$ cat config.mk
export PLATFORM = sky130hd
export DESIGN_NAME = weight_loader
export DESIGN_NICKNAME = d
export VERILOG_FILES = /design/src/rtl/nn_pkg.sv /design/src/rtl/weight_loader.sv
export SDC_FILE = /design/constraint.sdc
export NUM_CORES = 1
export LEC_CHECK = 0
export CELL_PAD_IN_SITES_DETAIL_PLACEMENT = 1
export CELL_PAD_IN_SITES_GLOBAL_PLACEMENT = 1
export CORE_MARGIN = 5
export CORE_UTILIZATION = 38
export CTS_BUF_LIST = sky130_fd_sc_hd__clkbuf_8
export DETAILED_ROUTE_END_ITERATION = 12
export PLACE_DENSITY = 0.75
export SETUP_SLACK_MARGIN = 0.05
export SYNTH_ARGS = -nofsm -noshare
export SYNTH_HDL_FRONTEND = slang
export SYNTH_SLANG_ARGS = --single-unit
export TNS_END_PERCENT = 50
$ cat constraint.sdc
create_clock -name clk_i -period 1.8 [get_ports clk_i]
set_clock_uncertainty 0.15 [all_clocks]
set_input_delay 0.18 -clock clk_i [delete_from_list [all_inputs] [get_ports clk_i]]
set_output_delay 0.18 -clock clk_i [all_outputs]
set_load 0.01 [all_outputs]
$ cat src/rtl/nn_pkg.sv
// Shared definitions for the hidden-neuron weight interface.
// Holds the default layer geometry, the loader state type and the
// per-neuron weight slice width used by both producer and consumer.
package nn_pkg;

    localparam int WEIGHT_W           = 8;  // 1.7 unsigned fixed point
    localparam int WEIGHTS_PER_NEURON = 4;
    localparam int NUM_NEURONS        = 4;

    // Width of one neuron's slice of the flattened weight bus: {w3,w2,w1,w0}
    localparam int NEURON_W = WEIGHTS_PER_NEURON * WEIGHT_W;

    typedef enum logic [1:0] {
        IDLE   = 2'd0,
        LOAD   = 2'd1,
        COMMIT = 2'd2
    } state_t;

endpackage

$ cat src/rtl/weight_loader.sv
// weight_loader: streams weight bytes into a shadow bank, verifies an
// additive (mod 2^WEIGHT_W) checksum and only then commits the bank to the
// hidden-neuron weight bus, pulsing every neuron enable for one cycle.
//
// Ports:
//   clk_i, rst_i   clock, synchronous active-high reset
//   start_i        begin / restart a load sequence (ignored in COMMIT)
//   data_i         weight byte, or the checksum byte after TOTAL weights
//   data_valid_i   data_i qualifier
//   busy_o         state != IDLE
//   done_o         one-cycle pulse, first cycle the new weights are visible
//   err_o          sticky checksum error, cleared by start_i or reset
//   weights_o      committed weights; byte k = neuron k/WPN, weight k%WPN
//   neuron_en_o    one-cycle enable to every neuron, aligned with done_o
module weight_loader #(
    parameter int NUM_NEURONS        = nn_pkg::NUM_NEURONS,
    parameter int WEIGHTS_PER_NEURON = nn_pkg::WEIGHTS_PER_NEURON,
    parameter int WEIGHT_W           = nn_pkg::WEIGHT_W
) (
    input  logic                                             clk_i,
    input  logic                                             rst_i,
    input  logic                                             start_i,
    input  logic [WEIGHT_W-1:0]                              data_i,
    input  logic                                             data_valid_i,
    output logic                                             busy_o,
    output logic                                             done_o,
    output logic                                             err_o,
    output logic [NUM_NEURONS*WEIGHTS_PER_NEURON*WEIGHT_W-1:0] weights_o,
    output logic [NUM_NEURONS-1:0]                           neuron_en_o
);
    import nn_pkg::*;

    localparam int TOTAL = NUM_NEURONS * WEIGHTS_PER_NEURON;
    localparam int CNT_W = $clog2(TOTAL + 1);
    localparam logic [CNT_W-1:0] CNT_FULL = CNT_W'(TOTAL);

    state_t state, state_next;

    // Packed so that byte k lands at bits [k*WEIGHT_W +: WEIGHT_W],
    // which is exactly the neuron/weight layout of weights_o.
    logic [TOTAL-1:0][WEIGHT_W-1:0] shadow;
    logic [TOTAL-1:0][WEIGHT_W-1:0] weights;
    logic [CNT_W-1:0]               cnt;
    logic [WEIGHT_W-1:0]            sum;
    logic                           err;
    logic                           done;
    logic [NUM_NEURONS-1:0]         neuron_en;

    logic restart, take_byte, take_chk, chk_ok;

    always_comb begin
        state_next = state;
        restart    = 1'b0;
        take_byte  = 1'b0;
        take_chk   = 1'b0;
        chk_ok     = (data_i == sum);
        unique case (state)
            IDLE: begin
                if (start_i) begin
                    restart    = 1'b1;
                    state_next = LOAD;
                end
            end
            LOAD: begin
                // start_i wins over a simultaneous byte, which is dropped
                if (start_i) begin
                    restart = 1'b1;
                end else if (data_valid_i) begin
                    if (cnt < CNT_FULL) begin
                        take_byte = 1'b1;
                    end else begin
                        take_chk   = 1'b1;
                        state_next = chk_ok ? COMMIT : IDLE;
                    end
                end
            end
            COMMIT:  state_next = IDLE;
            default: state_next = IDLE;
        endcase
    end

    always_ff @(posedge clk_i) begin
        if (rst_i) state <= IDLE;
        else       state <= state_next;
    end

    always_ff @(posedge clk_i) begin
        if (rst_i) begin
            shadow    <= '0;
            weights   <= '0;
            cnt       <= '0;
            sum       <= '0;
            err       <= 1'b0;
            done      <= 1'b0;
            neuron_en <= '0;
        end else begin
            // Registered so the pulse coincides with the new weights_o
            done      <= (state == COMMIT);
            neuron_en <= {NUM_NEURONS{state == COMMIT}};

            if (restart) begin
                cnt <= '0;
                sum <= '0;
                err <= 1'b0;
            end

            if (take_byte) begin
                for (int k = 0; k < TOTAL; k++) begin
                    if (cnt == CNT_W'(k)) shadow[k] <= data_i;
                end
                cnt <= cnt + 1'b1;
                sum <= sum + data_i;
            end

            if (take_chk && !chk_ok) err <= 1'b1;

            if (state == COMMIT) weights <= shadow;
        end
    end

    assign busy_o      = (state != IDLE);
    assign done_o      = done;
    assign err_o       = err;
    assign weights_o   = weights;
    assign neuron_en_o = neuron_en;

endmodule
Yosys cells after proc, flatten, opt, wreduce, memory -nomap -nowiden --
Cells that the tools add are included.
Storage, ports and cells: output and inout port bits 135, register bits after elaboration 274, logic and storage cells 110
Operators by class: $add $sub $neg 2, magnitude comparators 1, equal/unequal tests 22, mux-type cells 22, reductions and logical operators 25
Operators with widths (number):
- $eq A5 B4 Y1 const B | 8
- $reduce_and A2 Y1 | 16
- $eq A5 B3 Y1 const B | 4
- $mux W8 | 2
- $mux W1 | 12
- $eq A5 B2 Y1 const B | 2
- $mux W2 | 5
- $mux W5 | 2
- $add A8 B8 Y8 | 1
- $eq A8 B8 Y1 | 1
- $ne A2 B2 Y1 const B | 4
- $reduce_bool A2 Y1 | 3
- $add A5 B1 Y5 const B | 1
- $eq A5 B1 Y1 const B | 1
- $logic_not A5 Y1 | 1
- $lt A5 B5 Y1 const B | 1
- $pmux W2 S2 | 1
- $reduce_and A4 Y1 | 1
- $eq A2 B1 Y1 const B | 1
- $eq A2 B2 Y1 const B | 1
- $logic_not A2 Y1 | 1
- $reduce_or A2 Y1 | 1
- $logic_and A1 B1 Y1 | 1
- $logic_not A1 Y1 | 1

Logic depth before layout (Yosys ltp) --
word-level depth 7, mapped depth 7

Least setup slack after synthesis --
OpenSTA, ideal clock, no wires.
path kind register to register, start register cnt[2], end register shadow[127] (netlist name), slack -0.183 ns, stages on the path, launching flop included 8, buffers on the path 2, data arrival time 1.701 ns, period minus slack after synthesis 1.983 ns, cell sequence dfxtp_1 > buf_1 > and3_1 > ha_1 > clkbuf_1 > nand2_1 > nand2_1 > a21oi_1
On the way: longest elaborated chain between the ends 6, elaborated cells on any way between the ends 7
RTL lines:
- start, declared | RTL line weight_loader.sv:43 | logic [CNT_W-1:0] cnt;
- start signal, assigned | RTL line weight_loader.sv:111 | cnt <= cnt + 1'b1;
- $lt A5 B5 Y1 | RTL line weight_loader.sv:69 | if (cnt < CNT_FULL) begin
- $mux W1 | RTL line weight_loader.sv:69
- $mux W1 | RTL line weight_loader.sv:68 | end else if (data_valid_i) begin
- $mux W1 | RTL line weight_loader.sv:66 | if (start_i) begin
- $mux W1 | RTL line weight_loader.sv:57 | unique case (state)
- $reduce_and A2 Y1 (no line) (*)
- end signal, assigned by index | RTL line weight_loader.sv:109 | if (cnt == CNT_W'(k)) shadow[k] <= data_i;
- end, declared | RTL line weight_loader.sv:41 | logic [TOTAL-1:0][WEIGHT_W-1:0] shadow;
Mark *: on every way between the ends. The rest lies on a longest branch, timed or not. A chain may end at the register's enable or synchronous reset.

Final worst setup path --
start register sum[5], end register sum[7]
On the way: longest elaborated chain between the ends 2
RTL lines:
- start, declared | RTL line weight_loader.sv:44 | logic [WEIGHT_W-1:0] sum;
- start signal, assigned | RTL line weight_loader.sv:112 | sum <= sum + data_i;
- $add A8 B8 Y8 | RTL line weight_loader.sv:112
- $mux W8 | RTL line weight_loader.sv:107 | if (take_byte) begin
Every way passes these cells.

==> flow_summary.json <==
{
  "outcome": "complete, but fails checks",
  "failed_checks": "setup timing",
  "p_total_uw": 11700,
  "core_mm2": 0.0261,
  "gp_congestion": 0.797,
  "regToRegEndpoint": "sum[7]",
  "path_clk_slew_ns": 0.06,
  "powerDensity_mw_per_mm2": 870,
  "stdcell_count": 1683,
  "die_w_um": 173,
  "synth_xor_area_share_pct": 0.521,
  "die_area_mm2": 0.0299,
  "cp_slowest_stage_delay_ns": 0.47,
  "drive_above_1_share_pct": 14.2,
  "synth-compound-area-share_pct": 8.21,
  "ff2ff_setup_slack_ns": -0.07,
  "maxSlewViolCount": 0,
  "area_growth_pct": 33.7,
  "grt_pass1_vias": 9001,
  "fin_area_mm2": 0.0135,
  "grt_max_degree": 105,
  "p_leak_uw": 0.00632,
  "via_per_inst": 5.05,
  "ys_warn_count": 0,
  "overflow": 0,
  "layout_common_cells": "nand2_1 (275), dfxtp_1 (267), a21oi_1 (146), dlygate4sd2_1 (134), nor2_1 (124)",
  "rr_worst_depth": 6,
  "ys_ff_latch": 273,
  "period_share_pct": 104,
  "start_util_pct": 38.7,
  "worst_setup_path_end_kind": "flip-flop",
  "post-route-util_pct": 51.7,
  "clk_latency_ns": 0.56,
  "netlist_area_mm2": 0.0101,
  "track_usage_pct": 19.6,
  "ir_drop_mv": 0.454,
  "root_buffer": "clkbuf_8",
  "ant_nets": 0,
  "syn_nets": 1154,
  "synthMuxAreaShare_pct": 12.1,
  "worstSetupPathType": "flip-flop to flip-flop",
  "rows": 59,
  "r2r_start": "sum[5]",
  "clock-sinks": 273,
  "dpl_cell_area_mm2": 0.0124,
  "syn_inst": 1129,
  "post_synth_and_or_nand_nor_area_fraction_pct": 19.5,
  "ios": 147,
  "critPathSlowestCell": "or4_1",
  "via_count": 8500,
  "antenna_found_initial": 0,
  "synthArstFlopShare_pct": 0,
  "critical_path.startpoint": "sum[5]",
  "ys_types": 39,
  "dr.pass1.iters": 4,
  "dieHeight_um": 173,
  "crit_chain": "ha_4 -> a21oi_4 -> a21oi_2 -> a211o_1 -> or4_1 -> a31oi_1",
  "crit_path_end": "sum[7]",
  "synthAdderAreaFrac_pct": 1.69,
  "drc_errors": 0,
  "mostFrequentLayoutCell": "nand2_1",
  "drv_cap": 0,
  "cts_max_level": 2,
  "rsz0062_at_grt": "true",
  "fin_nets": 1343,
  "grt_pass1_wl_mm": 48.7,
  "portBuffers": 146,
  "antennaDiodeCount": 0,
  "finalCriticalPeriod_ns": 1.87,
  "fmax_ghz": 0.534,
  "seq_area_frac_synth_pct": 54.2,
  "avgSynthCellArea_um2": 8.93,
  "numCtsBuffers": 47,
  "worstPathRequired_ns": 2.13,
  "synth_edf_count": 0,
  "setup_violations": 6,
  "cp.arrival_ns": 2.20,
  "synth_top_family_by_area": "simple AND/OR/NAND/NOR gates",
  "worstMarginPinSlew_ns": 0.714,
  "hpwl_mm": 19.0,
  "hp-class": "input port to flip-flop",
  "tns_ns": -0.123,
  "wirelength_mm": 30.4,
  "critPathMaxFanout": 4,
  "cp-start-kind": "flip-flop",
  "cts_tree": "done",
  "post_drt_wl_per_cell_um": 18.1,
  "clock_path_buffers": 3,
  "synth_flop_cell": "dfxtp_1",
  "hold_violations": 0,
  "maxSlewHeadroom_pct": 52.2,
  "drtIter0Drc": 447,
  "placed_cells": 1592,
  "layout_setup_ws_ns": -0.0710
}
-- layer usage --
layer	track usage (%)	wire length (um)
met1	25.6	13900
met2	33.0	14600
met3	4.59	1440
met4	4.81	556
met5	0	0
-- report_power, final --
| group | internal (uW) | switching [uW] | total (uW) |
|---|---|---|---|
| sequential | 6060 | 9.52 | 6060 |
| clock | 2740 | 2430 | 5180 |
| combinational | 181 | 298 | 479 |
| total | 8980 | 2740 | 11700 |
-- critical path: cells and delay by family (launching register included) --
family / cells / cell delay, ns
flops: 1 / 0.33
simple gates: 1 / 0.47
fa+ha+maj: 1 / 0.24
compound gates: 4 / 0.61
-- sequential cells by signal (all words and copies together), names as in the netlist --
register,count
shadow,128
weights_o,128
sum,8
cnt,5
state,2
err_o,1
neuron_en_o,1
-- layout make-up --
class                   instances  area [um2]
well taps                     335         419
fillers                      3056       12600
repair buffers                227        2220
clock inverters                24        96.3
inverters                       5        18.8
clock buffers                  55         757
flip-flops and latches        273        5480
multi-input cells             764        4500
-- cells by family (layout without fill, tap and decap cells) --
logic type | Yosys count | after routing
compound gates | 162 | 162
buf+inv | 92 | 311
mux | 122 | 122
fa+ha+maj | 13 | 13
flops | 273 | 273
simple gates | 461 | 461
xor+xnor | 6 | 6
-- Yosys cell counts (2+ instances only) --
cell type / count / area (um2)
xnor2_1: 4 / 35.0
mux2i_1: 121 / 1210
xor2_1: 2 / 17.5
nand4_4: 3 / 63.8
a21oi_1: 151 / 756
or4_1: 2 / 15.0
nand3_1: 19 / 95.1
nand2b_1: 5 / 31.3
o21ai_0: 4 / 20.0
nand2_1: 277 / 1040
buf_4: 4 / 30.0
dfxtp_1: 273 / 5470
ha_1: 12 / 150
or2_2: 2 / 12.5
nand3_2: 4 / 40.0
buf_1: 3 / 11.3
inv_1: 5 / 18.8
clkbuf_1: 68 / 255
nor2_1: 126 / 473
nand4b_1: 11 / 96.3
a21o_1: 2 / 15.0
nor3_1: 4 / 20.0
buf_2: 11 / 55.1
-- timing repair --
| action | in CTS | in global routing |
|---|---|---|
| pin swaps | 13 | 20 |
| hold buffers | 1 | 0 |
| gates cloned | 2 | 1 |
| resized for setup | 168 | 33 |
| setup buffers | 4 | 4 |
| endpoints found under the hold margin | 23 | 0 |
| endpoints found under the setup margin | 164 | 123 |
-- through the flow --
step | worst slack (ns) | hold WS (ns)
floorplan | -0.0242 | 0.174
global placement | -0.513 | 0.279
detailed placement | -0.596 | 0.282
CTS | -0.0806 | 0.198
global route | -0.141 | 0.233
finish | -0.0710 | 0.226
-- how the worst min path moves through the flow --
stage              start             to  slack (ns)  cells after the start
2_1_floorplan  data_i[0]     shadow[48]        0.17                      2
3_3_place_gp       rst_i  weights_o[87]        0.28                      2
3_5_place_dp       rst_i  weights_o[79]        0.28                      2
4_1_cts          start_i       state[0]        0.20                      4
5_1_grt          start_i       state[0]        0.23                      4
6_report         start_i       state[0]        0.23                      4
Note: power is estimated with default switching activity, not from simulation.
==> edit 1: new RTL, same flow settings <==
Make the reset (`rst_i`) asynchronous in 2 clocked blocks. Comments in the files are not updated.
--- a/src/rtl/weight_loader.sv
+++ b/src/rtl/weight_loader.sv
@@ -79,12 +79,12 @@
         endcase
     end
 
-    always_ff @(posedge clk_i) begin
+    always_ff @(posedge clk_i or posedge rst_i) begin
         if (rst_i) state <= IDLE;
         else       state <= state_next;
     end
 
-    always_ff @(posedge clk_i) begin
+    always_ff @(posedge clk_i or posedge rst_i) begin
         if (rst_i) begin
             shadow    <= '0;
             weights   <= '0;
Function: differs if rst_i is asserted again (counterexample within 4 cycles, from zero or initial values and one cycle with rst_i high); with rst_i held inactive, the same outputs for 10 cycles.
==> edit 1 against the unedited design <==
  * The run still ends with negative setup slack left
  * Count of clock-buffer cells in the layout up 3
  * Routed wire length shrank 9.3%
  * Worst setup slack got worse by 0.052 ns
  * Design area up 8.2%
  * Cell count fell by 21%
  * Non-clock buffer count is 2 lower
  * Synthesized area is 7.6% higher
  * Highest routed layer is now met5
  * Sequential cell count stayed put
Power is not compared: it rests on default switching activity, and its combinational part moved more than twofold at a synthesized area within 25%.
==> edit 1: results (changes against the unedited design) <==
Route
  – Met2 WL: 13100 microns (was 14600 microns)
  – Post-Route M1 WL: 12400 microns (was 13900 microns)
  – WL final: 27600 microns (was 30400 microns)
  – Drt via density: 4.89 (was 5.05)
  – Routed len/inst: 20.7 microns (was 18.1 microns)

Status
  – Failing checks: negative setup slack (unchanged)
  – Run status: complete, but fails checks (unchanged)

Yosys
  – Mux share of post-synthesis cell area: 0.269 (was 0.121)
  – Adder and majority cell fraction of the synthesized area: 0.0157 (was 0.0169)
  – Post-synthesis xor/xnor area fraction: 0.00484 (was 0.00521)
  – Mapped Cells: 683 (was 1129)
  – Post-synth ARST share: 1.00 (was 0)
  – Area contributors post-synth: dfrtp_1 (63%), mux2_2 (26%), nand3_4 (1.8%) (was dfxtp_1 (54%), mux2i_1 (12%), nand2_1 (10%))

STA
  – Slew @ Worst Pin: 0.468 ns (was 0.714 ns)
  – Final setup viols: 132 (was 6)
  – Setup Total Neg Slack: -7.22 ns (was -0.123 ns)
  – Final WS setup: -0.123 ns (was -0.0710 ns)

Place
  – Post-Place Cell Area: 0.0134 sq mm (was 0.0124 sq mm)
  – Routability cong.: 0.809 (was 0.797)

Global routing
  – Met3 Usage GRT: 0.0434 (was 0.0459)
  – Initial antenna violation count: 1 (was 0)

Critical path
  – Delay of the slowest cell on the worst path: 0.38 ns (was 0.47 ns)
  – Slowest-stage cell, CP: dfrtp_1 (was or4_1)

Hold path
  – Hold Startpoint: data_valid_i (was start_i)
  – Hold Path Sink: state[0]$_DFFE_PP0P_ (was state[0]$_SDFFE_PP0P_)

Cells and area
  – Share of cells above drive strength 1: 0.468 (was 0.142)
## edit 1: changes by cell type after synthesis, sizes merged, moves of 5 or more
cell / before / now
a21oi: 151 / 4
clkbuf: 68 / 12
dfrtp: 0 / 273
dfxtp: 273 / 0
mux2: 1 / 256
mux2i: 121 / 1
nand2: 277 / 17
nand4b: 11 / 0
nor2: 126 / 9
o21ai: 4 / 9
## edit 1: worst max-delay path: cells and delay by family (launching register included)
kind                   cells  cell delay (ns)
muxes                      1             0.28
and+or+nand+nor            3             0.65
DFF                        1             0.38
buffers and inverters      2             0.34
## edit 1: cells by family (layout without fill, tap and decap cells)
logic type | count (synthesis) | after routing
DFF | 273 | 273
muxes | 257 | 257
and+or+nand+nor | 68 | 68
buffers and inverters | 42 | 317
AOI/OAI and AO/OA | 24 | 24
adders and majority gates | 13 | 13
xor gates and xnor gates | 6 | 6
## edit 1: per-stage QoR
stage | worst slack, ns | power, mW | util | hold WS (ns)
2_1_floorplan | -2.14 | 7.35 | - | 0.157
3_3_place_gp | -0.438 | 7.79 | 0.477 | 0.331
3_5_place_dp | -0.485 | 7.85 | 0.477 | 0.338
4_1_cts | -0.127 | 13.7 | 0.513 | 0.111
5_1_grt | -0.201 | 14.1 | 0.521 | 0.151
6_report | -0.123 | 13.5 | 0.521 | 0.155
## edit 1: layout make-up
cell class              instances  area (sq um)  area share
clock inverters                27           158      0.0108
well taps                     378           473      0.0324
repair buffers                225          2140       0.146
clock buffers                  58           798      0.0547
flip-flops and latches        273          6830       0.468
multi-input cells             368          4160       0.285
inverters                       7          30.0     0.00206
## edit 1: what timing repair did
item                       CTS  global route
pin swaps                   20            15
setup endpoints to repair  268           217
gates resized for setup    163            62
hold endpoints to repair    69             0
hold buffers                 1             0
setup buffers                6             1
gates cloned                 1             0
==> edit 2: new RTL, config.mk and constraints unchanged <==
Without the edit above. `WEIGHTS_PER_NEURON`: 4 -> 8.
--- a/src/rtl/nn_pkg.sv
+++ b/src/rtl/nn_pkg.sv
@@ -4,7 +4,7 @@
 package nn_pkg;
 
     localparam int WEIGHT_W           = 8;  // 1.7 unsigned fixed point
-    localparam int WEIGHTS_PER_NEURON = 4;
+    localparam int WEIGHTS_PER_NEURON = 8;
     localparam int NUM_NEURONS        = 4;
 
     // Width of one neuron's slice of the flattened weight bus: {w3,w2,w1,w0}
Interface: changed (resized weights_o); port bits go from 147 to 275. No check against the original RTL was run, so the function may have changed too.
==> edit 2 against the unedited design <==
  * Critical path depth grew 3
  * Critical path type unchanged
  * Combinational power rose by 41%
  * Sequential share of layout area grew 0.64 points
  * Non-clock buffer count is 188 higher
  * Power rose by 98%
  * First-iteration DRC count up 90%
  * The run still ends with negative setup slack left
  * Routed wire length increased by 100%
  * Synthesized area increased by 89%
  * Maximum frequency fell by 1.2%
  * Sequential cell count increased by 257
  * Worst setup slack worse by 0.022 ns
  * Largest cell class unchanged
  * Count of clock-buffer cells in the layout up 61
  * Design area rose by 91%
  * Highest routed layer unchanged
  * Largest power group unchanged
==> edit 2: results (changes against the unedited design) <==
Hold path
  – Worst min path class: in -> reg (unchanged)

STA
  – Setup Total Neg Slack: -0.687 ns (was -0.123 ns)
  – Slew @ Worst Pin: 0.687 ns (was 0.714 ns)
  – Final setup viols: 27 (was 6)
  – Final WS setup: -0.0934 ns (was -0.0710 ns)
  – Worst hold slack: 0.0591 ns (was 0.226 ns)

Critical path
  – Delay of the slowest cell on the worst path: 0.36 ns (was 0.47 ns)
  – Critical path type: reg -> reg (unchanged)
  – Slowest-stage cell, CP: fa_2 (was or4_1)
  – Worst path arrival time: 2.24 ns (was 2.20 ns)
  – Crit path max-delay family: adder cells (was compound AO/OA/AOI/OAI gates)
  – CP max FO: 2 (was 4)

Route
  – TritonRoute pass-1 iters: 5 (was 4)
  – DR iter-0 viols: 851 (was 447)
  – Vias: 16448 (was 8500)
  – Routed len/inst: 18.8 microns (was 18.1 microns)

Clock tree
  – CTS Buf Count: 88 (was 47)
  – CTS Root Cell: clkbuf_8 (unchanged)
  – CTS clk-pin slew, worst paths: 0.06 ns (about the same)
  – CTS max path bufs: 3 (unchanged)
  – Worst skew pair latency: 0.65 ns (was 0.56 ns)
  – H-tree levels: 3 (was 2)

Yosys
  – Area contributors post-synth: dfxtp_1 (56%), nand2_1 (12%), mux2i_1 (9.7%) (was dfxtp_1 (54%), mux2i_1 (12%), nand2_1 (10%))
  – Synth cell count leaders: nand2_1 (593), dfxtp_1 (530), a21oi_1 (341), nor2_1 (207), mux2i_1 (185) (was nand2_1 (277), dfxtp_1 (273), a21oi_1 (151), nor2_1 (126), mux2i_1 (121))
  – Syn nets: 2238 (was 1154)
  – Yosys warnings: 0 (unchanged)
  – Ys flop type: dfxtp_1 (unchanged)
  – Post-synth ARST share: 0 (unchanged)
  – Post-synthesis sequential area ratio: 0.556 (was 0.542)
  – Netlist cell types: 43 (was 39)

Cells and area
  – Share of cells above drive strength 1: 0.147 (was 0.142)
  – Fin nets: 2571 (was 1343)

Power
  – Worst IR Drop VDD: 0.000477 V (was 0.000454 V)
  – Static leakage: 10.1 nW (was 6.32 nW)

Global routing
  – Vias in the first global route: 17610 (was 9001)
  – GRT Total Usage: 0.218 (was 0.196)
  – Initial antenna violation count: 1 (was 0)
  – First-pass GRT wire length: 96100 microns (was 48700 microns)
  – Largest net degree at the start of global routing: 91 (was 105)

Place
  – Post-DP HPWL: 39100 microns (was 19000 microns)
  – I/O Buffers: 274 (was 146)
  – Routability cong.: 0.789 (was 0.797)
  – Pre-CTS setup slack: -0.564 ns (was -0.596 ns)

Status
  – Run status: complete, but fails checks (unchanged)
  – Failing checks: negative setup slack (unchanged)
## edit 2: cell types whose count changed in the layout (fill, tap and decap cells not counted), sizes merged, moves of 15 or more
cell / change
clkbuf: +61
mux2i: +64
nand2: +317
dfxtp: +257
inv: +15
buf: +62
a21oi: +190
dlygate4sd2: +128
o21ai: +76
nor2: +100
## edit 2: final cells by class
cell class	instances	area, sq um
antenna	1	2.50
clock buffer	116	1600
clock inverter	41	223
fill	5832	24100
inverter	9	33.8
multi-input combinational	1503	8230
sequential	530	10600
tap	672	841
timing repair buffer	415	4190
## edit 2: per-stage QoR
stage | instance area (sq um) | instances
after global placement | 23500 | 3112
after CTS | 25400 | 3281
after detailed placement | 23500 | 3112
after global routing | 25700 | 3286
final | 25700 | 3287
after floorplan | 19100 | 2214
## edit 2: what timing repair did
item | 4_1_cts | 5_1_grt
gates cloned | 0 | 1
hold endpoints to repair | 96 | 1
gates resized for setup | 335 | 97
setup endpoints to repair | 505 | 274
setup buffers | 6 | 3
pin swaps | 55 | 36
hold buffers | 6 | 1
## edit 2: power breakdown
group	internal, mW	switching, mW	leakage, nW
registers	11.7	0.00866	4.27
clock network	6.01	4.80	1.05
logic	0.186	0.488	4.77
## edit 2: kinds of logic after synthesis
logic type,count (synthesis),synth area share
compound gates,435,0.116
fa+ha+maj,12,0.00826
flops,530,0.556
buf+inv,181,0.0374
simple gates,869,0.184
xor+xnor,2,0.000918
mux,185,0.0971
## edit 2: worst paths after layout
check | startpoint | to | depth (start not counted)
max reg2reg | sum[0]$_SDFFE_PP0P_ | sum[6]$_SDFFE_PP0P_ | 9
max | sum[0]$_SDFFE_PP0P_ | sum[6]$_SDFFE_PP0P_ | 9
min | data_i[4] | sum[5]$_SDFFE_PP0P_ | 5
min reg2reg | shadow[252]$_SDFFE_PP0P_ | weights_o[252]$_SDFFE_PP0P_ | 2
## edit 2: worst register-to-register path: cells and delay by family, from the launching register on
kind | cells | cell delay, ns
compound gates | 4 | 0.42
fa+ha+maj | 2 | 0.50
buf+inv | 2 | 0.17
flops | 1 | 0.35
simple gates | 1 | 0.15
## edit 2: metal layers
metal | vias up | track usage | wire, microns
met3 | 95 | 0.0385 | 2590
met2 | 304 | 0.380 | 30700
met1 | 8115 | 0.278 | 27200
met4 | 0 | 0.0644 | 1360
met5 | - | 0 | 0
li1 | 7934 | - | -
